--- src/rtl/ex_alu_issue.sv ---
// ex_alu_issue: ID/EX pipeline register, ALU-control decode, operand
// forwarding and beq resolution for the execute stage.
// Optional feature macro: EX_ILLEGAL_FUNCT_EN adds the illegal_op output,
// flagging valid instructions whose decode lands on the 1111 opcode.
module ex_alu_issue #(
  parameter int WORD = 32
) (
  input  logic            clk,
  input  logic            reset,
  input  logic            stall,
  input  logic            flush,
  input  logic            id_valid,
  input  logic [1:0]      id_alu_op,
  input  logic [5:0]      id_funct,
  input  logic            id_alu_src,
  input  logic            id_branch,
  input  logic [WORD-1:0] id_rs_data,
  input  logic [WORD-1:0] id_rt_data,
  input  logic [WORD-1:0] id_imm,
  input  logic [1:0]      forward_a,
  input  logic [1:0]      forward_b,
  input  logic [WORD-1:0] exmem_result,
  input  logic [WORD-1:0] memwb_result,
  input  logic            alu_zero,
  output logic            ex_valid,
  output logic [WORD-1:0] alu_a,
  output logic [WORD-1:0] alu_b,
  output logic [3:0]      alu_control,
  output logic [WORD-1:0] ex_store_data,
  output logic            branch_taken
`ifdef EX_ILLEGAL_FUNCT_EN
  ,
  output logic            illegal_op
`endif
);

  typedef struct packed {
    logic            valid;
    logic            branch;
    logic            alu_src;
    logic            illegal;
    logic [3:0]      ctrl;
    logic [WORD-1:0] rs;
    logic [WORD-1:0] rt;
    logic [WORD-1:0] imm;
  } idex_t;

  idex_t      idex_d, idex_q;
  logic [3:0] dec_ctrl;
  logic [WORD-1:0] fwd_a, fwd_b;

  // ALU-control decode from main-decoder ALUOp and funct
  always_comb begin
    dec_ctrl = 4'b1111;
    unique case (id_alu_op)
      2'b00: dec_ctrl = 4'b0010;
      2'b01: dec_ctrl = 4'b0110;
      2'b10: begin
        unique case (id_funct)
          6'b100000: dec_ctrl = 4'b0010;
          6'b100010: dec_ctrl = 4'b0110;
          6'b100100: dec_ctrl = 4'b0000;
          6'b100101: dec_ctrl = 4'b0001;
          6'b101010: dec_ctrl = 4'b0111;
          default:   dec_ctrl = 4'b1111;
        endcase
      end
      default: dec_ctrl = 4'b1111;
    endcase
  end

  // Next ID/EX contents: flush inserts a bubble and wins over stall
  always_comb begin
    idex_d = idex_q;
    if (flush) begin
      idex_d = '0;
    end else if (!stall) begin
      idex_d.valid   = id_valid;
      idex_d.branch  = id_branch;
      idex_d.alu_src = id_alu_src;
      idex_d.illegal = id_valid & (dec_ctrl == 4'b1111);
      idex_d.ctrl    = dec_ctrl;
      idex_d.rs      = id_rs_data;
      idex_d.rt      = id_rt_data;
      idex_d.imm     = id_imm;
    end
  end

  // ID/EX register with synchronous reset overriding everything
  always_ff @(posedge clk) begin
    if (reset) idex_q <= '0;
    else       idex_q <= idex_d;
  end

  // Forwarding muxes and operand/branch outputs; 11 falls back to the register
  always_comb begin
    unique case (forward_a)
      2'b10:   fwd_a = exmem_result;
      2'b01:   fwd_a = memwb_result;
      default: fwd_a = idex_q.rs;
    endcase
    unique case (forward_b)
      2'b10:   fwd_b = exmem_result;
      2'b01:   fwd_b = memwb_result;
      default: fwd_b = idex_q.rt;
    endcase
    ex_valid      = idex_q.valid;
    alu_control   = idex_q.ctrl;
    alu_a         = fwd_a;
    alu_b         = idex_q.alu_src ? idex_q.imm : fwd_b;
    ex_store_data = fwd_b;
    branch_taken  = idex_q.valid & idex_q.branch & alu_zero;
  end

`ifdef EX_ILLEGAL_FUNCT_EN
  assign illegal_op = idex_q.illegal;
`else
  logic unused_illegal;
  assign unused_illegal = idex_q.illegal;
`endif

endmodule

--- config.mk ---
export PLATFORM = sky130hd
export DESIGN_NAME = ex_alu_issue
export DESIGN_NICKNAME = d
export VERILOG_FILES = /design/src/rtl/ex_alu_issue.sv
export SDC_FILE = /design/constraint.sdc
export NUM_CORES = 1
export LEC_CHECK = 0
export CAP_MARGIN = 20
export CELL_PAD_IN_SITES_DETAIL_PLACEMENT = 2
export CELL_PAD_IN_SITES_GLOBAL_PLACEMENT = 2
export CORE_ASPECT_RATIO = 0.75
export CORE_MARGIN = 2
export CORE_UTILIZATION = 35
export DETAILED_ROUTE_END_ITERATION = 10
export DONT_BUFFER_PORTS = 1
export PLACE_DENSITY = 0.75
export SLEW_MARGIN = 5
export SYNTH_ARGS = -nofsm -noshare
export SYNTH_HDL_FRONTEND = slang
export SYNTH_SLANG_ARGS = --single-unit
--- constraint.sdc ---
create_clock -name clk -period 2.08 [get_ports clk]
set_input_delay 0.416 -clock clk [delete_from_list [all_inputs] [get_ports clk]]
set_output_delay 0.416 -clock clk [all_outputs]
set_load 0.01 [all_outputs]
==> impl_metrics.tcl <==
set metrics [dict create \
    cts_buffers 9 \
    fin_crit_sh_pct 97.52 \
    io_pins 282 \
    root_buffer "clkbuf_16" \
    wl_met2_mm 11.11 \
    cp-end-kind "output pin" \
    yosys_warnings 0 \
    p_comb_share_pct 19.7 \
    drt-met1-wl_mm 7.711 \
    die_h_um 115.5 \
    power.switching_uw 1351 \
    viasPerCell 5.532 \
    synth_top_family_by_area "multiplexers" \
    drive_above_1_share_pct 31.80 \
    clockBufferDepth 2 \
    max_slew_margin_pct 63.19 \
    min_from "stall" \
    clockPowerShare_pct 35.9 \
    die_w_um 152.6 \
    drv_cap 0 \
    p_int_uw 3333 \
    hold_ws_ns 0.1763 \
    r2r_start "idex_q[101]" \
    clock_sinks 103 \
    clkLatencyLatePin_ns 0.34 \
    synth-simple-area-share_pct 12.63 \
    setup_viol 0 \
    grt_usage_pct 22.88 \
    synth_nets 798 \
    cts_htree_levels 3 \
    period_minus_slack_ns 2.028 \
    start_util_pct 35.97 \
    syn_avg_cell_area_um2 9.441 \
    rsz0062_at_grt "no" \
    r2r_setup_slack_ns 1.11 \
    p_per_area_mw_per_mm2 701.0 \
    grt_pass1_vias 5272 \
    place_hpwl_mm 15.73 \
    ant_nets 0 \
    diodes 0 \
    vdd.ir_drop.worst_mv 0.4599 \
    synth_xor_area_share_pct 0 \
    status "finished, final reports clean" \
    worst_ep_arrival_time_ns 1.61 \
    yosysSeqAreaShare_pct 35.57 \
    netlist.area_leader.share_pct 35.57 \
    crit_start "idex_q[101]" \
    syn_area_mm2 0.005797 \
    synthDistinctLibCells 31 \
    clkTransAtPathRegs_ns 0.07 \
    rows 40 \
    cpPeakStageDelay_ns 0.63 \
    yosys-top-cells-area "dfxtp_1 (36%), mux2i_1 (17%), a22oi_2 (6.5%), mux2_2 (6.4%), nor2_1 (5.9%)" \
    synth_compound_area_share_pct 19.56 \
    maxUsedRoutingLayer "met4" \
    fin_skew_ns 0 \
    grt-ovfl-total 0 \
    fin_total_pwr_uw 4683 \
    whs_endpoint "alu_control[2]" \
    layout.cells.non_filler 864 \
    cts_hold_buffers 0 \
    dr.pass1.iters 4 \
    place_congestion 0.8990 \
    synth_adder_area_share_pct 0.8634 \
    wire_per_inst_um 23.94 \
    finalHoldViolCount 0 \
    synth_mux_area_share_pct 23.51 \
    nNetsFinal 833 \
    core-area_mm2 0.01612 \
    yosysTopAreaCell "dfxtp_1" \
    num_vias 4780 \
    syn_inst 614 \
    drc_errors 0 \
    ys_ff_latch 103 \
    power_leakage_uw 0.002724 \
    finalWirelength_mm 20.69 \
    max_freq_ghz 0.4930 \
    wl_met3_mm 1.659 \
    r2r_end "idex_q[101]" \
    swShare_pct 28.84 \
    drv_slew 0 \
    grt_pass1_wl_mm 31.02 \
    place_inst 847 \
    tritoncts "done" \
    numPortBuffers 0 \
    antenna_found_initial 0 \
    start_kind "flip-flop" \
    hold_class "input pin to flip-flop" \
    cp_slowest_cell "dfxtp_2" \
    reg2reg_depth 2 \
    die_area_mm2 0.01762 \
    critPathRequiredTime_ns 1.66 \
    critPathMaxFanout 19 \
    power_frac_seq_pct 44.4 \
    worst_slew_pin_slew_ns 0.5521 \
    drt_iter0_markers 191 \
    areaGrowthSynthToFinish_pct 15.26 \
    crit_chain "buf_12 -> mux2_2" \
    holdPathStages 1 \
    grt_start_max_net_pins 106 \
    crit_type "flip-flop to output pin" \
]
-- worst max-delay path by stage --
| stage | endpoint | slack, ns | depth (start not counted) |
|---|---|---|---|
| after global placement | alu_b[0] | -0.001 | 5 |
| after floorplan | alu_b[0] | 0.17 | 7 |
| after CTS | alu_b[23] | 0.02 | 6 |
| after global routing | alu_b[4] | 0.002 | 2 |
| final | alu_b[3] | 0.05 | 2 |
| after detailed placement | alu_b[0] | -0.05 | 5 |
-- through the flow --
step           setup slack [ns]   TNS (ns)  instance area (µm²)  util (%)
3_5_place_dp           -0.04538   -0.04538                 6351     39.41
5_1_grt                0.002056          0                 6681     41.46
3_3_place_gp          -0.001320  -0.001320                 6351     39.41
2_1_floorplan            0.1707          0                 5797         -
6_report                0.05155          0                 6681     41.46
4_1_cts                 0.01752          0                 6671     41.40
-- critical path, delay by kind of cell (launching register included) --
family / cells / cell delay, ns
buffers and inverters: 1 / 0.23
flip-flops: 1 / 0.63
multiplexers: 1 / 0.39
-- power groups by stage --
| stage | registers (µW) | logic [µW] | clock network [µW] |
|---|---|---|---|
| 3_5_place_dp | 2130 | 932 | 0 |
| 2_1_floorplan | 2110 | 690 | 0 |
| 6_report | 2080 | 925 | 1680 |
| 4_1_cts | 2080 | 944 | 1750 |
| 3_3_place_gp | 2120 | 898 | 0 |
| 5_1_grt | 2090 | 1000 | 1820 |
-- flip-flops by register name (all words and copies together), names as in the netlist --
signal       count
idex_q          98
ex_valid         1
alu_control      4
-- timing repair --
| item | in CTS | in global routing |
|---|---|---|
| setup endpoints to repair | 1 | 6 |
| setup buffers | 1 | 0 |
| resized for setup | 0 | 1 |
| pin swaps | 1 | 0 |
-- cell usage in the layout (no fill, tap or decap), types with 3 or more instances in the layout --
master / count
a22oi_1: 34
a22oi_2: 30
buf_12: 8
buf_4: 73
clkbuf_16: 9
clkinvlp_4: 3
dfxtp_1: 102
inv_1: 5
mux2_2: 33
mux2i_1: 99
nand2_1: 66
nor2_1: 91
nor2_2: 10
o21ai_0: 32
o21ai_2: 30
-- synth_stat cells --
cell type,instances
dfxtp_1,103
mux2i_1,99
nor2_1,91
nand2_1,66
a22oi_1,34
mux2_2,33
o21ai_0,32
a22oi_2,30
o21ai_2,30
buf_6,24
buf_2,14
clkbuf_1,14
nor2_2,10
buf_4,6
inv_1,5
ha_1,4
nor2b_1,2
nor3b_1,2
nor4bb_1,2
o21ai_1,2
a21oi_1,1
a221oi_2,1
a31oi_1,1
and2b_1,1
and3_1,1
nand2b_1,1
nand4_1,1
o211ai_1,1
o41ai_1,1
o41ai_4,1
or2_1,1
-- cell type report --
class	count	area, µm²
tap	210	262.8
inverter	5	18.77
sequential	103	2063
timing repair buffer	82	735.7
fill	1749	9434
clock buffer	10	239.0
clock inverter	6	53.80
multi-input combinational	448	3308
-- logic make-up after synthesis --
family | count (synthesis)
buffers and inverters | 63
AO/OA/AOI/OAI | 134
adder cells (fa/ha/maj) | 4
flip-flops | 103
multiplexers | 132
AND/OR/NAND/NOR | 178
-- per-layer routing --
layer  track usage (%)  vias up
met3             7.629       14
met5                 0        -
li1                  -     2230
met2             43.59      199
met4             5.062        0
met1             24.96     2337
(Power assumes the default switching activity.)
